==> config.mk <==
export PLATFORM = sky130hd
export DESIGN_NAME = div_sequencer
export DESIGN_NICKNAME = d
export VERILOG_FILES = /design/src/rtl/div_sequencer.sv
export SDC_FILE = /design/constraint.sdc
export NUM_CORES = 1
export LEC_CHECK = 0
export ABC_AREA = 1
export ABC_CLOCK_PERIOD_IN_PS = 3700
export CAP_MARGIN = 15
export CORE_MARGIN = 4
export CORE_UTILIZATION = 60
export DETAILED_ROUTE_END_ITERATION = 16
export PLACE_DENSITY = 0.88
export SYNTH_ARGS = -nofsm -noshare
export SYNTH_HDL_FRONTEND = slang
export SYNTH_SLANG_ARGS = --single-unit
==> constraint.sdc <==
create_clock -name clk -period 3.7 [get_ports clk]
set_input_delay 0.74 -clock clk [delete_from_list [all_inputs] [get_ports clk]]
set_output_delay 0.74 -clock clk [all_outputs]
set_load 0.02 [all_outputs]
==> src/rtl/div_sequencer.sv <==
// Multi-cycle restoring integer divider for the execute stage.
// Produces {remainder, quotient} for the HI/LO write path and stalls the pipe while busy.
module div_sequencer #(
  parameter int unsigned DATA_WIDTH = 32
) (
  input  logic                      clk,
  input  logic                      rst,
  input  logic                      start_i,
  input  logic                      annul_i,
  input  logic                      signed_div_i,
  input  logic [DATA_WIDTH-1:0]     opdata1_i,
  input  logic [DATA_WIDTH-1:0]     opdata2_i,
  output logic [2*DATA_WIDTH-1:0]   result_o,
  output logic                      ready_o,
  output logic                      stall_o
);

  localparam int unsigned W  = DATA_WIDTH;
  localparam int unsigned CW = $clog2(DATA_WIDTH + 1);

  typedef enum logic [1:0] {
    IDLE   = 2'd0,
    BYZERO = 2'd1,
    RUN    = 2'd2,
    DONE   = 2'd3
  } state_t;

  state_t             state;
  state_t             state_nx;
  logic [CW-1:0]      cnt;
  logic [CW-1:0]      cnt_nx;
  logic [2*W-1:0]     wr;
  logic [2*W-1:0]     wr_nx;
  logic [W-1:0]       dvs;
  logic [W-1:0]       dvs_nx;
  logic               sgn;
  logic               sgn_nx;
  logic               neg1;
  logic               neg1_nx;
  logic               neg2;
  logic               neg2_nx;
  logic [2*W-1:0]     result_nx;
  logic               ready_nx;

  logic               accept;
  logic               div_zero;
  logic [W-1:0]       mag1;
  logic [W-1:0]       mag2;
  logic [W:0]         upper;
  logic               ge;
  logic [W-1:0]       rem_step;
  logic [2*W-1:0]     wr_step;
  logic               last;
  logic [W-1:0]       quo_fix;
  logic [W-1:0]       rem_fix;

  assign stall_o = start_i & ~ready_o;

  // Operand magnitudes, taken only when a divide is accepted from IDLE
  assign accept   = start_i & ~annul_i;
  assign div_zero = (opdata2_i == '0);
  assign mag1     = (signed_div_i && opdata1_i[W-1]) ? (~opdata1_i + W'(1)) : opdata1_i;
  assign mag2     = (signed_div_i && opdata2_i[W-1]) ? (~opdata2_i + W'(1)) : opdata2_i;

  // One restoring step: {rem, quo} << 1, trial-subtract the divisor from the top W+1 bits
  assign upper    = wr[2*W-1:W-1];
  assign ge       = (upper >= {1'b0, dvs});
  assign rem_step = ge ? W'(upper - {1'b0, dvs}) : upper[W-1:0];
  assign wr_step  = {rem_step, wr[W-2:0], ge};
  assign last     = (cnt == CW'(W));

  // Sign correction: quotient follows operand-sign XOR, remainder follows the dividend
  assign quo_fix  = (sgn && (neg1 ^ neg2)) ? (~wr[W-1:0] + W'(1)) : wr[W-1:0];
  assign rem_fix  = (sgn && neg1) ? (~wr[2*W-1:W] + W'(1)) : wr[2*W-1:W];

  always_ff @(posedge clk) begin
    if (rst) begin
      state <= IDLE;
    end else begin
      state <= state_nx;
    end
  end

  always_comb begin
    state_nx = state;
    case (state)
      IDLE: begin
        if (accept) begin
          state_nx = div_zero ? BYZERO : RUN;
        end
      end
      BYZERO: state_nx = annul_i ? IDLE : DONE;
      RUN: begin
        if (annul_i) begin
          state_nx = IDLE;
        end else if (last) begin
          state_nx = DONE;
        end
      end
      DONE: begin
        if (!start_i || annul_i) begin
          state_nx = IDLE;
        end
      end
      default: state_nx = IDLE;
    endcase
  end

  always_comb begin
    cnt_nx    = cnt;
    wr_nx     = wr;
    dvs_nx    = dvs;
    sgn_nx    = sgn;
    neg1_nx   = neg1;
    neg2_nx   = neg2;
    result_nx = result_o;
    ready_nx  = ready_o;
    case (state)
      IDLE: begin
        cnt_nx    = '0;
        result_nx = '0;
        ready_nx  = 1'b0;
        if (accept) begin
          sgn_nx  = signed_div_i;
          neg1_nx = signed_div_i & opdata1_i[W-1];
          neg2_nx = signed_div_i & opdata2_i[W-1];
          if (!div_zero) begin
            wr_nx  = {{W{1'b0}}, mag1};
            dvs_nx = mag2;
          end
        end
      end
      BYZERO: begin
        result_nx = '0;
        ready_nx  = ~annul_i;
        cnt_nx    = '0;
      end
      RUN: begin
        if (annul_i) begin
          cnt_nx    = '0;
          result_nx = '0;
          ready_nx  = 1'b0;
        end else if (!last) begin
          wr_nx  = wr_step;
          cnt_nx = cnt + CW'(1);
        end else begin
          result_nx = {rem_fix, quo_fix};
          ready_nx  = 1'b1;
        end
      end
      DONE: begin
        if (!start_i || annul_i) begin
          result_nx = '0;
          ready_nx  = 1'b0;
        end
      end
      default: begin
        result_nx = '0;
        ready_nx  = 1'b0;
      end
    endcase
  end

  always_ff @(posedge clk) begin
    if (rst) begin
      cnt      <= '0;
      wr       <= '0;
      dvs      <= '0;
      sgn      <= 1'b0;
      neg1     <= 1'b0;
      neg2     <= 1'b0;
      result_o <= '0;
      ready_o  <= 1'b0;
    end else begin
      cnt      <= cnt_nx;
      wr       <= wr_nx;
      dvs      <= dvs_nx;
      sgn      <= sgn_nx;
      neg1     <= neg1_nx;
      neg2     <= neg2_nx;
      result_o <= result_nx;
      ready_o  <= ready_nx;
    end
  end

endmodule

==> flow_summary.toml <==
[run_status]
status = "complete, no violations"

[logic_synthesis]
netlist_top_cells_area = "dfxtp_1 26%, nand2_1 18%, nand3_1 8.8%"
synthArstFlopShare_pct = 0
synth.distinct_cells = 53
synth_seq_area_share_pct = 26.4
ys.flop_type = "dfxtp_1"
synth.largest_area_cell = "dfxtp_1"
synth_compound_area_share_pct = 15.7
synth_xor_xnor_area_share_pct = 3.63
synthSimpleGateAreaFrac_pct = 37.6
synth_fp_nets = 2284
synth-edff-count = 0
netlist_area_um2 = 13000
synth_top_area_share_pct = 26.4
muxShareOfSynthArea_pct = 0
ys_seq_elements = 172
synth_area_per_cell_um2 = 6.00
syn_inst = 2171
yosys_warnings = 0
synth_top_family_by_area = "simple AND/OR/NAND/NOR gates"
synthAdderAreaFrac_pct = 4.28

[sta]
timing.final.hold_violations = 0
worst_pin_slew_ps = 933
fin_skew_ps = 24.8
setup_viol = 0
fmax_mhz = 340
slew_violations = 0
rsz0062_at_grt = "no"
layout_setup_ws_ps = 755
max_slew_margin_pct = 37.2
min_period_ps = 2940
fin_tns_setup_ps = 0
period_share_pct = 79.6

[placed_design]
dp.final_hpwl_um = 33000
postPlaceCellArea_um2 = 14400
numPortBuffers = 134
gp_congestion = 1.04
placed_cells = 2522
dp_slack_ps = 467

[drt]
wire_per_inst_um = 16.7
wl_um = 42600
drt_iter0_drc = 1436
drc = 0
via_count = 14600
ant_nets = 0
avgViaCountPerCell = 5.71
drt-pass1-iter-count = 7

[grt]
gr-total-overflow = 0
grt_usage_pct = 34.3
grt_pass1_vias = 13400
grt_pass1_wl_um = 67300
grt_antenna_before_repair = 0
grt_max_degree = 89

[setup_path]
cp_max_fo = 33
arrival_ps = 3310
r2r_start = "wr[50]$_SDFFE_PP0P_"
cp.required_ps = 4070
rr_worst_depth = 12
crit_end = "wr[62]$_SDFFE_PP0P_"
r2r_slack_ps = 760
crit_type = "reg -> reg"
r2r_end = "wr[62]$_SDFFE_PP0P_"
crit_start = "wr[50]$_SDFFE_PP0P_"
start_kind = "flip-flop"
cp-end-kind = "flip-flop"

[clock_network]
cts_resized = 0
numCtsBuffers = 17
clkLatencyLatePin_ps = 450
htree_levels = 4
cts-root-buf = "clkbuf_16"
clock_sinks = 172
cts_tree = "built"
cts_buffer_depth = 2
cts_setup_buffers = 0
hold_buffers = 0
clkTransAtPathRegs_ps = 80

[power_and_ir_drop]
power_mw = 8.04
power_density_nw_per_um2 = 534
irDropWorstVdd_mv = 0.499
leakagePower_nw = 7.05

[layout]
final_nets = 2379
final_cells = 2554
antennaDiodeCount = 0
layout_commonest_cell = "nand2_1"
synthToLayoutAreaGrowth_pct = 15.6
layout_common_cells = "625 x nand2_1, 296 x inv_1, 229 x nand3_1"
final_cell_area_um2 = 15100
drive_above_1_share_pct = 5.22

[floorplan]
die-width_um = 155
io_pins = 135
start_util_pct = 61.4
core_um2 = 21200
die_area_um2 = 24100
die_y_um = 155
rows = 53

[worst_hold_path]
min_path_type = "reg -> reg"

[flow_run]
drv_cap = 0
==> how the worst min path moves through the flow <==
stage / startpoint / endpoint / slack [ps] / cells past startpoint
floorplan: dvs[2]$_SDFFE_PP0P_ / dvs[2]$_SDFFE_PP0P_ / 440 / 2
global placement: result_o[47]$_SDFFE_PP0P_ / result_o[47]$_SDFFE_PP0P_ / 450 / 2
detailed placement: result_o[43]$_SDFFE_PP0P_ / result_o[43]$_SDFFE_PP0P_ / 460 / 2
CTS: result_o[43]$_SDFFE_PP0P_ / result_o[43]$_SDFFE_PP0P_ / 470 / 2
global route: result_o[8]$_SDFFE_PP0P_ / result_o[8]$_SDFFE_PP0P_ / 480 / 2
finish: result_o[43]$_SDFFE_PP0P_ / result_o[43]$_SDFFE_PP0P_ / 460 / 2
==> metrics by stage <==
step	hold slack [ps]	utilization, %
after floorplan	437	-
after global placement	452	68.1
after detailed placement	456	68.1
after CTS	468	71.0
after global routing	484	71.0
final	464	71.0
==> metal layers <==
layer | wire (um) | track usage [%] | share of wire, % | up-vias
met4 | 2220 | 16.5 | 5.2 | 0
met2 | 19300 | 55.9 | 45 | 651
met3 | 3010 | 4.62 | 7.1 | 115
met5 | 0 | 0 | 0 | -
met1 | 18000 | 44.8 | 42 | 6631
li1 | - | - | - | 7199
==> power breakdown <==
group | leakage, nW | switching [mW] | total (mW) | internal [mW]
clock network | 0.303 | 0.895 | 1.87 | 0.977
logic | 5.35 | 2.61 | 3.76 | 1.15
registers | 1.40 | 0.287 | 2.40 | 2.12
==> kinds of logic (layout without fill, tap and decap cells) <==
kind of cell             count (synthesis)  after routing
AND/OR/NAND/NOR                       1128           1128
buffers and inverters                  392            500
AO/OA/AOI/OAI                          381            381
flip-flops                             172            172
XOR/XNOR                                54             54
adder cells (fa/ha/maj)                 44             44
==> final cells by class <==
cell class	count	area, um^2
clock buffer	17	425
clock inverter	15	193
fill	1905	6160
inverter	315	1180
multi-input combinational	1607	7990
sequential	172	3440
tap	275	344
timing repair buffer	153	1480
==> worst max-delay path: stages, from the launching register on <==
cell and delay, ps:
dfxtp_1 550, ha_1 380, nand2_1 150, nor2_1 90, nand2_1 110, nor2_1 90, nand2_1 110, nand2_1 100
nor2_4 440, nand2_4 330, nand3_1 290, nand2_1 100, a21oi_2 120
==> registers in the layout, indices dropped and copies added (netlist names) <==
register	count
cnt	6
dvs	32
neg1	1
neg2	1
ready_o	1
result_o	64
sgn	1
state	2
wr	64
==> cell usage after synthesis, drive strengths merged, types with 2 or more instances <==
cell    number
dfxtp      172
inv        312
a31oi        8
o21ai      131
nand2      637
or2         10
and2         5
nor3        32
o21a         2
a211oi       3
buf         50
clkinv       3
clkbuf      27
nor3b        2
o31ai        8
xor2        36
o211ai       9
nand3b       4
nor4         4
xnor2       18
a21o         3
nor2       170
nand4       32
o22ai        2
nand3      232
a21oi      212
ha          43
Power figures use the tool's default switching activity.
==> variant 1 (same settings) <==
Add an input register stage for `signed_div_i`, with the module's reset; this delays it by one clock. The other inputs are not delayed to match.
--- a/src/rtl/div_sequencer.sv
+++ b/src/rtl/div_sequencer.sv
@@ -26,2 +26,12 @@
   } state_t;
+
+  logic signed_div_q;
+
+  always_ff @(posedge clk) begin
+    if (rst) begin
+      signed_div_q <= '0;
+    end else begin
+      signed_div_q <= signed_div_i;
+    end
+  end
 
@@ -61,4 +71,4 @@
   assign div_zero = (opdata2_i == '0);
-  assign mag1     = (signed_div_i && opdata1_i[W-1]) ? (~opdata1_i + W'(1)) : opdata1_i;
-  assign mag2     = (signed_div_i && opdata2_i[W-1]) ? (~opdata2_i + W'(1)) : opdata2_i;
+  assign mag1     = (signed_div_q && opdata1_i[W-1]) ? (~opdata1_i + W'(1)) : opdata1_i;
+  assign mag2     = (signed_div_q && opdata2_i[W-1]) ? (~opdata2_i + W'(1)) : opdata2_i;
 
@@ -123,5 +133,5 @@
         if (accept) begin
-          sgn_nx  = signed_div_i;
-          neg1_nx = signed_div_i & opdata1_i[W-1];
-          neg2_nx = signed_div_i & opdata2_i[W-1];
+          sgn_nx  = signed_div_q;
+          neg1_nx = signed_div_q & opdata1_i[W-1];
+          neg2_nx = signed_div_q & opdata2_i[W-1];
           if (!div_zero) begin
Behaviour: same outputs for any inputs over 10 cycles, from zero or initial values and one cycle with rst high; that may be too few to reach the edited logic, so the function may still have changed.
==> variant 1 against the unedited design <==
Routed wire length decreased by 1.8%; final area decreased by 1.2%; largest cell class unchanged; worst setup slack got worse by 17 ps; sequential power up 2%; critical path type unchanged; first-iteration DRC count grew 7.0%; total power decreased by 3.7%; count of clock-buffer cells in the layout increased by 3; global-route usage down 0.13 points; combinational power down 5.6%; area after synthesis decreased by 0.54%; sequential cell count up 1.
==> variant 1: results (changes against the unedited design) <==
\begin{tabular}{lr}
\hline
Metric & Value \\
\hline
\multicolumn{2}{l}{\textbf{Placed design}} \\
\quad Placer congestion estimate & 0.997 (-4.1\%) \\
\multicolumn{2}{l}{\textbf{Critical path}} \\
\quad End of the critical path & wr[34]\$\_SDFFE\_PP0P\_ \\
\quad Cell with the biggest individual delay on the critical path & sky130\_fd\_sc\_hd\_\_ha\_1 \\
\quad Startpoint of the worst register-to-register path & wr[37]\$\_SDFFE\_PP0P\_ \\
\quad Data arrival time of the worst path & 3260 ps (-50 ps) \\
\multicolumn{2}{l}{\textbf{Synth}} \\
\quad Sequential area share after synthesis & 26.7\% (+0.30 points) \\
\quad Library cells used by synthesis & 51 (-3.8\%) \\
\quad Post-Synth XOR/XNOR Area & 3.58\% (-0.048 points) \\
\quad Share of the synthesized area in compound gates (AO/OA/AOI/OAI) & 16.5\% (+0.79 points) \\
\quad Leading cell types by total area after synthesis & sky130\_fd\_sc\_hd\_\_dfxtp\_1, sky130\_fd\_sc\_hd\_\_nand2\_1, sky130\_fd\_sc\_hd\_\_inv\_1 \\
\quad Gate count of the mapped netlist & 2154 (-0.78\%) \\
\multicolumn{2}{l}{\textbf{Worst hold path}} \\
\quad Worst Min Path Start & dvs[3]\$\_SDFFE\_PP0P\_ \\
\multicolumn{2}{l}{\textbf{Power and ir drop}} \\
\quad Worst supply voltage drop on vdd & 0.000556 V (+12\%) \\
\multicolumn{2}{l}{\textbf{Die}} \\
\quad Die Footprint & 24000 sq um (-0.51\%) \\
\multicolumn{2}{l}{\textbf{Detailed routing}} \\
\quad Drt first pass iters & 6 (-1) \\
\quad Via count of the routed design & 14400 (-1.1\%) \\
\multicolumn{2}{l}{\textbf{Run status}} \\
\quad Result of the run & completed \\
\multicolumn{2}{l}{\textbf{STA}} \\
\quad Worst-case clock skew & 16.3 ps (-8.52 ps) \\
\quad Actual transition at the worst max-transition pin & 899 ps (-34.1 ps) \\
\quad Minimum hold slack & 455 ps (-8.86 ps) \\
\multicolumn{2}{l}{\textbf{Finish}} \\
\quad Count of non-filler cells in the finished layout & 2533 (-0.82\%) \\
\quad Footprint of the flip-flops and latches & 3460 sq um (+0.58\%) \\
\quad Total of plain and repair buffers excluding clock buffers & 148 (-3.3\%) \\
\quad Multi-input gate share of total cell area & 52.9\% (-0.13 points) \\
\quad Number of inverters outside the clock class in the layout & 312 (-0.95\%) \\
\multicolumn{2}{l}{\textbf{GRT}} \\
\quad Overall fraction of global-route tracks in use & 34.1\% (-0.13 points) \\
\quad Number of global-route vias before repair & 13100 (-2.2\%) \\
\hline
\end{tabular}
[variant 1: changes by cell type in the layout (fill, tap and decap cells not counted), moves of 5 or more]
cell	delta
sky130_fd_sc_hd__o21ai_0	+24
sky130_fd_sc_hd__inv_2	-11
sky130_fd_sc_hd__inv_1	+7
sky130_fd_sc_hd__nand2_1	-18
sky130_fd_sc_hd__o21ai_1	-6
sky130_fd_sc_hd__buf_4	-6
sky130_fd_sc_hd__nand3_1	-27
sky130_fd_sc_hd__nand4_1	-5
sky130_fd_sc_hd__a21oi_1	+15
sky130_fd_sc_hd__nor2_1	+12
sky130_fd_sc_hd__or2_2	+5
[variant 1: routing by layer]
layer  vias to the layer above  global-route usage (%)  wire (um)
met3                       111                    3.76       2930
li1                       7103                       -          -
met5                         -                       0          0
met2                       697                    55.9      19100
met4                         0                    13.9       1860
met1                      6528                    46.0      17800
[variant 1: report_power, final]
part           internal [mW]  switching, mW
combinational           1.11           2.43
clock                  0.909          0.854
sequential              2.13          0.309
total                   4.15           3.60
==> variant 2 (same settings) <==
Made on the original files. Change the parameter `DATA_WIDTH` from 32 to 16.
--- a/src/rtl/div_sequencer.sv
+++ b/src/rtl/div_sequencer.sv
@@ -3,3 +3,3 @@
 module div_sequencer #(
-  parameter int unsigned DATA_WIDTH = 32
+  parameter int unsigned DATA_WIDTH = 16
 ) (
Ports: changed (resized opdata1_i, opdata2_i and result_o); port bits go from 135 to 71. No check against the original RTL was run, so the function may have changed too.
==> variant 2 against the unedited design <==
Total power is 45% lower; count of clock-buffer cells in the layout shrank 7; maximum frequency rose by 2.0%; die area fell by 50%; sequential share of layout area increased by 2.4 points; routed wire length is 63% lower; critical endpoint is now result_o[4]$_SDFFE_PP0P_; final area shrank 52%; largest power group unchanged; worst setup slack better by 57 ps; area after synthesis fell by 52%; sequential cell count is 81 lower; cell count is 54% lower; first-iteration DRC count fell by 64%; clock skew down 11 ps.
==> variant 2: results (changes against the unedited design) <==
\begin{tabular}{lr}
\hline
Metric & Value \\
\hline
\multicolumn{2}{l}{\textbf{Run status}} \\
\quad Result of the run & completed \\
\multicolumn{2}{l}{\textbf{Critical path}} \\
\quad Startpoint of the worst register-to-register path & state[0]\$\_SDFFE\_PP0P\_ \\
\quad Worst reg2reg path depth & 11 (-1) \\
\quad End of the critical path & result\_o[4]\$\_SDFFE\_PP0P\_ \\
\quad Largest fanout on the critical path & 35 (+6.1\%) \\
\quad Crit path largest cell delay & 720 ps (+170 ps) \\
\multicolumn{2}{l}{\textbf{Synth}} \\
\quad Most common library cells after synthesis & sky130\_fd\_sc\_hd\_\_nand2\_1, sky130\_fd\_sc\_hd\_\_a21oi\_1, sky130\_fd\_sc\_hd\_\_inv\_1 \\
\quad Library cells used by synthesis & 44 (-17\%) \\
\quad Leading cell types by total area after synthesis & sky130\_fd\_sc\_hd\_\_dfxtp\_1, sky130\_fd\_sc\_hd\_\_nand2\_1, sky130\_fd\_sc\_hd\_\_a21oi\_1 \\
\quad Sequential area share after synthesis & 29.0\% (+2.6 points) \\
\quad Gate count of the mapped netlist & 991 (-54\%) \\
\multicolumn{2}{l}{\textbf{STA}} \\
\quad Worst-case clock skew & 14.0 ps (-10.8 ps) \\
\quad Actual transition at the worst max-transition pin & 924 ps (-9.64 ps) \\
\quad Maximum achievable frequency & 346 MHz (+2.0\%) \\
\quad Minimum hold slack & 467 ps (+3.20 ps) \\
\multicolumn{2}{l}{\textbf{Placed design}} \\
\quad Setup slack at placement & 472 ps (+5.16 ps) \\
\quad Placer congestion estimate & 0.906 (-13\%) \\
\quad Total half-perimeter wirelength after legalization and detailed placement & 12100 um (-63\%) \\
\quad Count of input and output buffers & 70 (-48\%) \\
\multicolumn{2}{l}{\textbf{GRT}} \\
\quad Pin count of the biggest net entering global routing & 62 (-30\%) \\
\quad First-pass GRT wire length & 26400 um (-61\%) \\
\multicolumn{2}{l}{\textbf{Detailed routing}} \\
\quad Met2 wire length & 7050 um (-63\%) \\
\quad Via count of the routed design & 6552 (-55\%) \\
\quad Met3 routed wirelength & 1090 um (-64\%) \\
\quad Drt first pass iters & 5 (-2) \\
\quad Total routed wirelength & 15900 um (-63\%) \\
\quad 1st-iter DRT viols & 522 (-64\%) \\
\multicolumn{2}{l}{\textbf{Power and ir drop}} \\
\quad Worst supply voltage drop on vdd & 0.000406 V (-18\%) \\
\multicolumn{2}{l}{\textbf{Clock network}} \\
\quad Insertion delay of the later-clocked pin in the worst-skew pair & 380 ps (-70 ps) \\
\quad Cell at the root of the clock tree & sky130\_fd\_sc\_hd\_\_clkbuf\_8 \\
\quad Number of buffers created by CTS & 9 (-8) \\
\multicolumn{2}{l}{\textbf{Finish}} \\
\quad Top flop regs & result\_o: 32 flops, wr: 32 flops, dvs: 16 flops \\
\quad Final \#Nets & 1108 (-53\%) \\
\multicolumn{2}{l}{\textbf{Worst hold path}} \\
\quad Worst Min Path Start & result\_o[0]\$\_SDFFE\_PP0P\_ \\
\quad Capture endpoint of the worst hold path & result\_o[0]\$\_SDFFE\_PP0P\_ \\
\hline
\end{tabular}
==> variant 2: cell types whose count changed after synthesis, moves of 23 or more <==
cell / change
sky130_fd_sc_hd__a21oi_1: -87
sky130_fd_sc_hd__o21ai_0: -56
sky130_fd_sc_hd__nand2_1: -363
sky130_fd_sc_hd__nand4_1: -23
sky130_fd_sc_hd__dfxtp_1: -81
sky130_fd_sc_hd__buf_2: -23
sky130_fd_sc_hd__nor2_1: -81
sky130_fd_sc_hd__nand3_1: -139
sky130_fd_sc_hd__inv_1: -185
==> variant 2: logic make-up after synthesis <==
logic type	after synthesis	synth area share, %
AOI/OAI and AO/OA	203	17.0
xor gates and xnor gates	26	3.63
adders and majority gates	28	5.70
buffers and inverters	162	10.9
DFF	91	29.0
muxes	1	0.160
and+or+nand+nor	480	33.6
==> variant 2: per-layer routing <==
layer	vias to the layer above	GRT usage (%)
met5	-	0
met4	0	10.1
met3	36	4.19
met2	257	42.6
met1	2931	37.6
li1	3328	-
==> variant 2: stage by stage <==
stage / instance area (sq um) / utilization, %
4_1_cts: 7230 / 70.3
6_report: 7230 / 70.3
3_3_place_gp: 6970 / 67.8
3_5_place_dp: 6970 / 67.8
5_1_grt: 7230 / 70.3
2_1_floorplan: 6270 / -
==> variant 2: report_power, final <==
part	internal (mW)	switching (mW)	total, mW
logic	0.754	1.54	2.29
registers	1.13	0.171	1.30
clock network	0.475	0.381	0.857
total	2.36	2.09	4.46
==> variant 2: final cells by class <==
type                    instances  area, sq um  share of cell area [%]
well taps                     136          170                    2.35
inverters                     131          497                    6.87
flip-flops and latches         91         1820                    25.2
repair buffers                 72          711                    9.83
clock inverters                 6          119                    1.64
clock buffers                  10          138                    1.90
multi-input cells             738         3770                    52.2
